$ cat config.mk
export PLATFORM = sky130hd
export DESIGN_NAME = mem_arbiter
export DESIGN_NICKNAME = d
export VERILOG_FILES = /design/src/rtl/core_pkg.sv /design/src/rtl/mem_arbiter.sv
export SDC_FILE = /design/constraint.sdc
export NUM_CORES = 1
export LEC_CHECK = 0
export CORE_ASPECT_RATIO = 1.25
export CORE_MARGIN = 10
export CORE_UTILIZATION = 50
export CTS_CLUSTER_SIZE = 10
export DETAILED_ROUTE_END_ITERATION = 8
export DONT_BUFFER_PORTS = 1
export GPL_ROUTABILITY_DRIVEN = 0
export PLACE_DENSITY_LB_ADDON = 0.15
export SETUP_SLACK_MARGIN = 0.1
export SYNTH_ARGS = -nofsm -noshare
export SYNTH_HDL_FRONTEND = slang
export SYNTH_SLANG_ARGS = --single-unit
$ cat constraint.sdc
create_clock -name clk -period 1.74 [get_ports clk]
set_input_delay 0.348 -clock clk [delete_from_list [all_inputs] [get_ports clk]]
set_output_delay 0.348 -clock clk [all_outputs]
set_load 0.1 [all_outputs]
$ cat src/rtl/core_pkg.sv
// Shared core typedefs: memory-port arbiter state, owner encoding and the
// DRAM request bundle latched at grant time.
package core_pkg;

    localparam int unsigned WORD_W = 32;
    localparam int unsigned BE_W   = WORD_W / 8;

    typedef logic [WORD_W-1:0] word_t;
    typedef logic [BE_W-1:0]   be_t;

    typedef enum logic [1:0] {
        ARB_IDLE,
        ARB_REQ,
        ARB_RESP
    } arb_state_e;

    typedef enum logic {
        OWNER_IF,
        OWNER_LSU
    } mem_owner_e;

    typedef struct packed {
        logic  we;
        be_t   be;
        word_t addr;
        word_t wdata;
    } dram_req_t;

endpackage

$ cat src/rtl/mem_arbiter.sv
// Arbitrates the instruction-fetch and load/store ports onto a single DRAM
// port with one transaction outstanding, IF starvation guard, flush squash and timeout.
module mem_arbiter
    import core_pkg::*;
#(
    parameter int unsigned STARVE_LIMIT   = 4,
    parameter int unsigned TIMEOUT_CYCLES = 16
) (
    input  logic              clk,
    input  logic              rst_n,
    input  logic              mem_en,
    input  logic              flush_en_ip,
    input  logic              if_req_ip,
    input  logic [WORD_W-1:0] if_addr_ip,
    output logic              if_gnt_op,
    output logic              if_rvalid_op,
    output logic [WORD_W-1:0] if_rdata_op,
    input  logic              lsu_req_ip,
    input  logic              lsu_we_ip,
    input  logic [BE_W-1:0]   lsu_be_ip,
    input  logic [WORD_W-1:0] lsu_addr_ip,
    input  logic [WORD_W-1:0] lsu_wdata_ip,
    output logic              lsu_gnt_op,
    output logic              lsu_rvalid_op,
    output logic [WORD_W-1:0] lsu_rdata_op,
    output logic              dram_req_op,
    output logic              dram_we_op,
    output logic [BE_W-1:0]   dram_be_op,
    output logic [WORD_W-1:0] dram_addr_op,
    output logic [WORD_W-1:0] dram_wdata_op,
    input  logic              dram_gnt_ip,
    input  logic              dram_rvalid_ip,
    input  logic [WORD_W-1:0] dram_rdata_ip,
    output logic              timeout_err_op
);

    localparam int unsigned STARVE_W = $clog2(STARVE_LIMIT) + 1;
    localparam int unsigned TIMER_W  = $clog2(TIMEOUT_CYCLES) + 1;
    localparam logic [STARVE_W-1:0] STARVE_MAX = STARVE_W'(STARVE_LIMIT);
    localparam logic [TIMER_W-1:0]  TIMER_MAX  = TIMER_W'(TIMEOUT_CYCLES);

    arb_state_e          state_q,  state_d;
    mem_owner_e          owner_q,  owner_d;
    dram_req_t           dreq_q,   dreq_d;
    logic                squash_q, squash_d;
    logic                err_q,    err_d;
    logic [STARVE_W-1:0] starve_q, starve_d;
    logic [TIMER_W-1:0]  timer_q,  timer_d;
    logic [TIMER_W-1:0]  timer_inc;
    logic                if_wins;

    // IF only beats a simultaneous LSU request once it has been starved long enough.
    assign if_wins   = if_req_ip && (!lsu_req_ip || (starve_q == STARVE_MAX));
    assign timer_inc = timer_q + TIMER_W'(1);

    always_comb begin
        // NOTE: every combinational output gets a default first so no path
        // through the case statement leaves one unassigned and infers a latch.
        state_d       = state_q;
        owner_d       = owner_q;
        dreq_d        = dreq_q;
        squash_d      = squash_q;
        err_d         = err_q;
        timer_d       = timer_q;
        if_gnt_op     = 1'b0;
        lsu_gnt_op    = 1'b0;
        if_rvalid_op  = 1'b0;
        lsu_rvalid_op = 1'b0;

        case (state_q)
            ARB_IDLE: begin
                // Grants are gated by rst_n so they stay low while reset is held.
                if (rst_n && mem_en && (if_req_ip || lsu_req_ip)) begin
                    state_d = ARB_REQ;
                    timer_d = '0;
                    if (if_wins) begin
                        owner_d   = OWNER_IF;
                        if_gnt_op = 1'b1;
                        squash_d  = flush_en_ip;
                        dreq_d    = '{we: 1'b0, be: '1, addr: if_addr_ip, wdata: '0};
                    end else begin
                        owner_d    = OWNER_LSU;
                        lsu_gnt_op = 1'b1;
                        squash_d   = 1'b0;
                        dreq_d     = '{we: lsu_we_ip, be: lsu_be_ip,
                                       addr: lsu_addr_ip, wdata: lsu_wdata_ip};
                    end
                end
            end

            ARB_REQ, ARB_RESP: begin
                if ((owner_q == OWNER_IF) && flush_en_ip) begin
                    squash_d = 1'b1;
                end
                if ((state_q == ARB_RESP) && dram_rvalid_ip) begin
                    state_d  = ARB_IDLE;
                    squash_d = 1'b0;
                    if (owner_q == OWNER_LSU) begin
                        lsu_rvalid_op = 1'b1;
                    end else begin
                        if_rvalid_op = !(squash_q || flush_en_ip);
                    end
                end else if (timer_inc == TIMER_MAX) begin
                    state_d  = ARB_IDLE;
                    squash_d = 1'b0;
                    err_d    = 1'b1;
                end else begin
                    timer_d = timer_inc;
                    if ((state_q == ARB_REQ) && dram_gnt_ip) begin
                        state_d = ARB_RESP;
                    end
                end
            end

            default: state_d = ARB_IDLE;
        endcase
    end

    always_comb begin
        starve_d = starve_q;
        if (!if_req_ip || if_gnt_op) begin
            starve_d = '0;
        end else if (lsu_gnt_op && (starve_q != STARVE_MAX)) begin
            starve_d = starve_q + STARVE_W'(1);
        end
    end

    // NOTE: sequential state uses non-blocking assignments so every flop
    // samples the pre-edge values of the others.
    always_ff @(posedge clk or negedge rst_n) begin
        if (!rst_n) begin
            state_q  <= ARB_IDLE;
            owner_q  <= OWNER_IF;
            dreq_q   <= '0;
            squash_q <= 1'b0;
            err_q    <= 1'b0;
            starve_q <= '0;
            timer_q  <= '0;
        end else begin
            state_q  <= state_d;
            owner_q  <= owner_d;
            dreq_q   <= dreq_d;
            squash_q <= squash_d;
            err_q    <= err_d;
            starve_q <= starve_d;
            timer_q  <= timer_d;
        end
    end

    assign dram_req_op    = (state_q == ARB_REQ);
    assign dram_we_op     = dreq_q.we;
    assign dram_be_op     = dreq_q.be;
    assign dram_addr_op   = dreq_q.addr;
    assign dram_wdata_op  = dreq_q.wdata;
    assign if_rdata_op    = dram_rdata_ip;
    assign lsu_rdata_op   = dram_rdata_ip;
    assign timeout_err_op = err_q;

endmodule

# Word level (Yosys, flattened, before mapping)
# Cells that the tools add are included.
[totals] regBits=82 input_bits=141 output_inout_bits=139 word_cells=77
[op_classes] n_addsub=2 n_eq_ne=10 n_mux=30 bitwise_logic=2 reduce_logical=23
[op_table] op="69-bit 2-to-1 mux" n=1
[op_table] op="1-bit 2-to-1 mux" n=17
[op_table] op="5-bit 2-to-1 mux" n=3
[op_table] op="5-bit one-hot mux with 2 select lines" n=1
[op_table] op="2-bit 2-to-1 mux" n=4
[op_table] op="4-bit != test, second input constant" n=2
[op_table] op="1-bit logical AND" n=7
[op_table] op="3-bit 2-to-1 mux" n=2
[op_table] op="2-bit != test, second input constant" n=3
[op_table] op="3-bit AND reduction" n=2
[op_table] op="5-bit by 1-bit adder with 5-bit output, second input constant" n=1
[op_table] op="5-bit equality test, second input constant" n=1
[op_table] op="1-bit logical OR" n=4
[op_table] op="2-bit one-hot mux with 2 select lines" n=1
[op_table] op="2-bit AND reduction" n=2
[op_table] op="4-bit AND reduction" n=1
[op_table] op="2-bit nonzero test" n=2
[op_table] op="3-bit by 1-bit adder with 3-bit output, second input constant" n=1
[op_table] op="3-bit equality test, second input constant" n=1
[op_table] op="1-bit zero test" n=3
[op_table] op="3-bit != test, second input constant" n=1
[op_table] op="2-bit by 1-bit equality test with 1-bit output, second input constant" n=1
[op_table] op="2-bit equality test, second input constant" n=1
[op_table] op="2-bit zero test" n=1
[op_table] op="other kinds (3)" n=4

# Logic depth before layout (Yosys ltp)
# Gate-level depths: netlist of the first run.
[logic_depth] word_depth=9 ltp_mapped=8 mapped_depth_nobuf=8

# Worst setup path after synthesis of the first run
# OpenSTA, ideal clock, no wires.
[synth_path] kind="register -> output" from="reg state_q[0]" to="out if_rvalid_op" arrival_time_ns=3.851 required_ns=1.392 path_slack_ns=-2.459 stages_incl_launch_ff=6 cell_sequence="dfrtp_1 inv_1 ha_1 clkbuf_1 nand3_1 nor4_1"
[synth_via] elab_chain_len=4 elab_cells_between_ends=6
[synth_lines] item="start, declared" line_no="mem_arbiter.sv:42" text="arb_state_e state_q, state_d;"
[synth_lines] item="start signal, assigned" line_no="mem_arbiter.sv:140" text="state_q <= state_d;"
[synth_lines] item="2-bit equality test" line_no="mem_arbiter.sv:70, mem_arbiter.sv:95"
[synth_lines] item="1-bit logical AND" line_no="mem_arbiter.sv:95" text="if ((state_q == ARB_RESP) && dram_rvalid_ip) begin"
[synth_lines] item="1-bit 2-to-1 mux" line_no="mem_arbiter.sv:95"
[synth_lines] item="1-bit 2-to-1 mux (*)" line_no="mem_arbiter.sv:70" text="case (state_q)"
[synth_lines] item="end, declared" line_no="mem_arbiter.sv:16" text="output logic if_rvalid_op,"
# Mark *: on every way between the ends. The rest lies on a longest branch, timed or not.

# Worst setup path after layout of the first run
[layout_path] from="reg starve_q[1]" to="out if_gnt_op"
[layout_via] elab_chain_len=6
[layout_lines] item="start, declared" line_no="mem_arbiter.sv:47" text="logic [STARVE_W-1:0] starve_q, starve_d;"
[layout_lines] item="start signal, assigned" line_no="mem_arbiter.sv:145" text="starve_q <= starve_d;"
[layout_lines] item="3-bit equality test" line_no="mem_arbiter.sv:53" text="assign if_wins = if_req_ip && (!lsu_req_ip || (starve_q == STARVE_MAX));"
[layout_lines] item="1-bit logical OR" line_no="mem_arbiter.sv:53"
[layout_lines] item="1-bit logical AND" line_no="mem_arbiter.sv:53"
[layout_lines] item="1-bit 2-to-1 mux" line_no="mem_arbiter.sv:76" text="if (if_wins) begin"
[layout_lines] item="1-bit 2-to-1 mux" line_no="mem_arbiter.sv:73" text="if (rst_n && mem_en && (if_req_ip || lsu_req_ip)) begin"
[layout_lines] item="1-bit 2-to-1 mux" line_no="mem_arbiter.sv:70"
[layout_lines] item="end, declared" line_no="mem_arbiter.sv:15" text="output logic if_gnt_op,"
# Every way passes these cells.

==> flow_summary_export.csv, run 1 <==
group,metric,value,unit
global_routing,grtUsageTotal,17.7,%
global_routing,overflow,0,
worst_setup_path,cp-end-kind,"output pin",
worst_setup_path,critPathKind,"reg2out",
clock_network,clkTransAtPathRegs,0.09,ns
sta,maxSlewHeadroom,78.7,%
hold_path,hp-class,"in2async",
route,avgRoutedWirePerCell,22.9,um
sta,rsz0062_at_grt,"true",
cells_and_area,drive_gt1_share,44.3,%
synth,ys_types,43,
synth,synthCells,382,
worst_setup_path,max_stage_delay,0.39,ns
status,status,"finished with violations",
route,ant_nets,0,
synth,synth_area_per_cell,10.8,um^2
floorplan,start_util,50.7,%
synth,ys.flop_type,"dfrtp_1",
clock_network,clock-sinks,82,
route,viasPerCell,5.62,
cells_and_area,final_common_cell,"buf_4",
job,max_cap_violations,0,
global_routing,grt_pass1_wl,17100,um
global_routing,grt_pass1_vias,3183,
worst_setup_path,start_kind,"register",
synth,synth_seq_cells,82,
route,routed_wl,12500,um
clock_network,numCtsBuffers,9,
route,first_pass_iters,4,
sta,worst_pin_slew,0.320,ns
sta,setup_viol,30,
synth,synth_edf_count,0,
floorplan,core_area,8150,um^2
sta,hold_slack,-0.313,ns
sta,tns,-1.50,ns
worst_setup_path,slowest_stage,"dfrtp_1",
worst_setup_path,cp_common_cell,"buf_12",
sta,finalWorstSetupSlack,-0.244,ns
floorplan,die-area,12300,um^2
cells_and_area,layout_common_cells,"99 x buf_4, 80 x dfrtp_1, 36 x a22o_1",
floorplan,die_h,122,um
placed_design,port_buffers,0,
sta,fmax,504,MHz
cells_and_area,area_growth,34.3,%
floorplan,ios,280,
sta,drv_slew,0,
clock_network,cts.htree.levels,3,
synth,synth_area_leaders,"dfrtp_1 50%, buf_4 12%, mux2i_1 7.8%",
global_routing,grt_max_degree,84,
clock_network,cts_buffer_depth,2,
synth,yosysWarnings,0,
status,violations,"negative hold slack, negative setup slack",
worst_setup_path,crit_required,1.39,ns
route,vias,3071,
synth,synth_largest_area_cell,"dfrtp_1",
cells_and_area,n_antenna_cell,0,
worst_setup_path,arrival,1.64,ns
sta,clock_skew,0.0160,ns
floorplan,die_x,101,um
synth,async_flop_share,100,%
synth,yosysSeqAreaShare,49.7,%
placed_design,dpl.hpwl,8040,um
global_routing,grt_antenna_before_repair,0,
synth,netlist_area,4130,um^2
clock_network,worstSkewPairLatency,0.35,ns
worst_setup_path,crit_chain,"inv_1, ha_2, a21bo_4, nand2_4, buf_12, nor2_4, buf_12",
route,drc,0,
cells_and_area,fin_nets,593,
cells_and_area,nFillCells,613,
sta,timing.final.crit_share,114,%
sta,hold_violations,82,
synth,yosysTopAreaCellShare,49.7,%
worst_setup_path,cp_max_fo,3,
clock_network,cts_tree,"yes",
route,drtIter0Drc,98,
synth,syn_nets,531,
clock_network,root_buffer,"clkbuf_8",
floorplan,row_count,37,
sta,period_needed,1.98,ns
## Yosys cell counts, types with 2 or more instances
| cell | instances |
|---|---|
| nand2_2 | 2 |
| nor2b_1 | 3 |
| mux2i_1 | 32 |
| nand3_1 | 6 |
| nand2_1 | 40 |
| clkbuf_1 | 5 |
| a21bo_2 | 2 |
| o211ai_1 | 2 |
| o21ai_0 | 30 |
| a22o_1 | 36 |
| buf_2 | 11 |
| nor3b_1 | 2 |
| o22a_1 | 5 |
| a21oi_1 | 2 |
| nor2_1 | 7 |
| inv_1 | 7 |
| buf_4 | 67 |
| ha_1 | 8 |
| dfrtp_1 | 82 |
| and2_1 | 3 |
| o21ai_1 | 8 |
## cells by family after synthesis
logic type	after synthesis	share of synthesized area (%)
flip-flops	82	49.7
AO/OA/AOI/OAI	98	17.4
adder cells (fa/ha/maj)	8	2.42
AND/OR/NAND/NOR	70	7.84
buffers and inverters	91	14.7
multiplexers	33	8.02
## worst max-delay path, delay by kind of cell (launching register included)
| kind | cells | cell delay (ns) |
|---|---|---|
| adder cells (fa/ha/maj) | 1 | 0.18 |
| AO/OA/AOI/OAI | 1 | 0.13 |
| buffers and inverters | 3 | 0.38 |
| flip-flops | 1 | 0.39 |
| AND/OR/NAND/NOR | 2 | 0.20 |
## stage by stage
step	setup slack, ns	util, %	hold slack (ns)	area, um^2	instances
6_report	-0.244	68.1	-0.313	5550	546
5_1_grt	-0.309	68.1	-0.351	5550	546
4_1_cts	-0.241	62.4	-0.330	5090	520
3_5_place_dp	-0.00477	55.3	0.0553	4500	487
3_3_place_gp	0.0277	55.3	0.0547	4500	487
2_1_floorplan	-0.636	-	0.0524	4220	382
## registers in the layout, indices dropped and copies added (netlist names)
register / count
squash_q: 1
dram_addr_op: 32
owner_q: 1
timeout_err_op: 1
timer_q: 5
starve_q: 3
dram_wdata_op: 32
dram_we_op: 1
state_q: 2
dram_be_op: 4
## final timing paths
path / startpoint / cells past startpoint / end / slack [ns]
worst max-delay path: starve_q[1]$_DFFE_PN0P_ / 7 / if_gnt_op / -0.24
worst min-delay path: rst_n / 0 / dram_wdata_op[10]$_DFFE_PN0P_ / -0.31
worst max register to register: starve_q[1]$_DFFE_PN0P_ / 8 / dram_addr_op[31]$_DFFE_PN0P_ / -0.06
worst min register to register: dram_addr_op[18]$_DFFE_PN0P_ / 2 / dram_addr_op[18]$_DFFE_PN0P_ / 0.49
max in group asynchronous: rst_n / 0 / state_q[1]$_DFFE_PN0P_ / 1.94
min in group clk: lsu_be_ip[3] / 1 / dram_be_op[3]$_DFFE_PN0P_ / 0.11
## layer usage
metal | up-vias | track usage [%] | wire length [um]
li1 | 1410 | - | -
met1 | 1459 | 18.8 | 4370
met2 | 145 | 29.1 | 6540
met3 | 57 | 7.08 | 1170
met4 | 0 | 10.1 | 423
met5 | - | 0 | 0
## final cells by class
class | instances | area [um^2] | share of cell area (%)
clock buffers | 11 | 131 | 2.37
clock inverters | 5 | 62.6 | 1.13
inverters | 8 | 35.0 | 0.631
multi-input cells | 209 | 1710 | 30.9
flip-flops and latches | 82 | 2050 | 37.0
well taps | 97 | 121 | 2.19
repair buffers | 134 | 1430 | 25.8
## timing repair
item | in CTS | in global routing
gates resized for setup | 29 | 72
endpoints found under the hold margin | 82 | 82
setup endpoints to repair | 44 | 83
cloned | 6 | 9
setup buffers | 11 | 19
pin swaps | 11 | 27
Power of run 1 is not shown: default switching activity piles up to over one toggle a cycle in this logic, so the estimate is an artifact.
==> run 2, diff against run 1 <==
Settings changed: CAP_MARGIN set to 5.
Clock period 1.74 ns to 1.65 ns, I/O delays scaled along.
==> flow_summary_export.csv, run 2 (same netlist as run 1, synthesis figures left out) <==
group,metric,value,unit
cells_and_area,layout_common_cells,"94 x buf_4, 80 x dfrtp_1, 38 x nand2_1",
global_routing,grt_max_degree,84,
cells_and_area,final_common_cell,"buf_4",
placed_design,dpl.hpwl,8060,um
sta,clock_skew,0.00881,ns
sta,drv_slew,0,
route,avgRoutedWirePerCell,22.8,um
route,drtIter0Drc,137,
job,max_cap_violations,0,
worst_setup_path,cp_max_fo,2,
clock_network,worstSkewPairLatency,0.37,ns
placed_design,port_buffers,0,
floorplan,ios,280,
cells_and_area,area_growth,32.3,%
worst_setup_path,arrival,1.61,ns
placed_design,place_area,4590,um^2
route,viasPerCell,5.62,
sta,rsz0062_at_grt,"true",
sta,fmax,514,MHz
status,violations,"negative hold slack, negative setup slack",
worst_setup_path,start_kind,"register",
clock_network,cts_buffer_depth,2,
floorplan,die_x,101,um
worst_setup_path,crit_chain,"inv_2, ha_4, inv_4, or2_4, nor2_4, buf_12",
cells_and_area,drive_gt1_share,44.1,%
clock_network,root_buffer,"clkbuf_8",
worst_setup_path,max_stage_delay,0.40,ns
global_routing,grt_pass1_vias,3226,
route,drc,0,
sta,finalWorstSetupSlack,-0.294,ns
worst_setup_path,critPathKind,"reg2out",
route,vias,3007,
sta,setup_viol,37,
route,routed_wl,12200,um
sta,worst_pin_slew,0.303,ns
sta,maxSlewHeadroom,79.8,%
hold_path,hp-class,"in2async",
worst_setup_path,crit_required,1.32,ns
floorplan,core_area,8150,um^2
route,first_pass_iters,4,
clock_network,cts.htree.levels,3,
cells_and_area,design_area,5470,um^2
floorplan,die_h,122,um
global_routing,grtUsageTotal,18.4,%
sta,hold_slack,-0.349,ns
floorplan,row_count,37,
cells_and_area,fin_nets,584,
sta,timing.final.crit_share,118,%
clock_network,numCtsBuffers,9,
clock_network,clkTransAtPathRegs,0.08,ns
sta,hold_violations,82,
sta,period_needed,1.94,ns
floorplan,start_util,50.7,%
worst_setup_path,slowest_stage,"dfrtp_1",
worst_setup_path,cp-end-kind,"output pin",
clock_network,cts_tree,"yes",
global_routing,overflow,0,
clock_network,clock-sinks,82,
global_routing,grt_antenna_before_repair,0,
status,status,"finished with violations",
global_routing,grt_pass1_wl,17600,um
floorplan,die-area,12300,um^2
route,ant_nets,0,
cells_and_area,n_antenna_cell,0,
-- run 2: cell types whose count changed in the layout (fill, tap and decap cells not counted), sizes merged --
cell | before | now
bufbuf | 3 | 0
buf | 126 | 122
bufinv | 1 | 0
clkbuf | 16 | 14
clkinvlp | 2 | 1
-- run 2: layout make-up --
type | instances | area, um^2
clock buffer | 11 | 141
clock inverter | 3 | 17.5
fill | 658 | 2680
inverter | 8 | 37.5
multi-input combinational | 209 | 1800
sequential | 82 | 2050
tap | 97 | 121
timing repair buffer | 125 | 1290
-- run 2: repair_timing --
item,CTS,global route
gates cloned,6,3
gates resized for setup,59,52
pin swaps,17,15
setup endpoints to repair,81,86
buffers inserted,14,5
endpoints found under the hold margin,82,82
-- run 2: path summary, 6_finish.rpt --
| kind | depth (start not counted) | endpoint | slack, ns | from |
|---|---|---|---|---|
| max | 6 | if_gnt_op | -0.29 | state_q[1]$_DFFE_PN0P_ |
| min | 0 | dram_wdata_op[20]$_DFFE_PN0P_ | -0.35 | rst_n |
| max reg2reg | 10 | dram_addr_op[15]$_DFFE_PN0P_ | -0.14 | starve_q[0]$_DFFE_PN0P_ |
| min reg2reg | 2 | dram_addr_op[20]$_DFFE_PN0P_ | 0.48 | dram_addr_op[20]$_DFFE_PN0P_ |
| max in group asynchronous | 0 | dram_addr_op[20]$_DFFE_PN0P_ | 1.86 | rst_n |
| min in group clk | 1 | dram_wdata_op[21]$_DFFE_PN0P_ | 0.09 | lsu_wdata_ip[21] |
-- run 2: through the flow --
step / util [%] / setup TNS [ns] / std cells / setup WS (ns) / hold slack (ns)
finish: 67.1 / -3.99 / 535 / -0.294 / -0.349
global route: 67.1 / -7.19 / 535 / -0.366 / -0.375
CTS: 63.7 / -6.02 / 529 / -0.288 / -0.356
detailed placement: 56.4 / -0.418 / 495 / -0.0899 / 0.0365
global placement: 56.4 / -0.0933 / 495 / -0.0606 / 0.0369
floorplan: - / -2.56 / 382 / -0.708 / 0.0344
-- run 2: routing by layer --
layer | track usage, % | vias to the layer above | wire length (um)
met4 | 6.72 | 0 | 310
met2 | 32.1 | 133 | 6640
met1 | 19.0 | 1447 | 4110
met5 | 0 | - | 0
li1 | - | 1391 | -
met3 | 8.04 | 36 | 1110
-- run 2: worst max-delay path, delay by kind of cell (launching register included) --
family                     cells  cell delay, ns
DFF                            1            0.40
and+or+nand+nor                2            0.37
buffers and inverters          3            0.31
adders and majority gates      1            0.16
Power of run 2 is left out for the same reason.
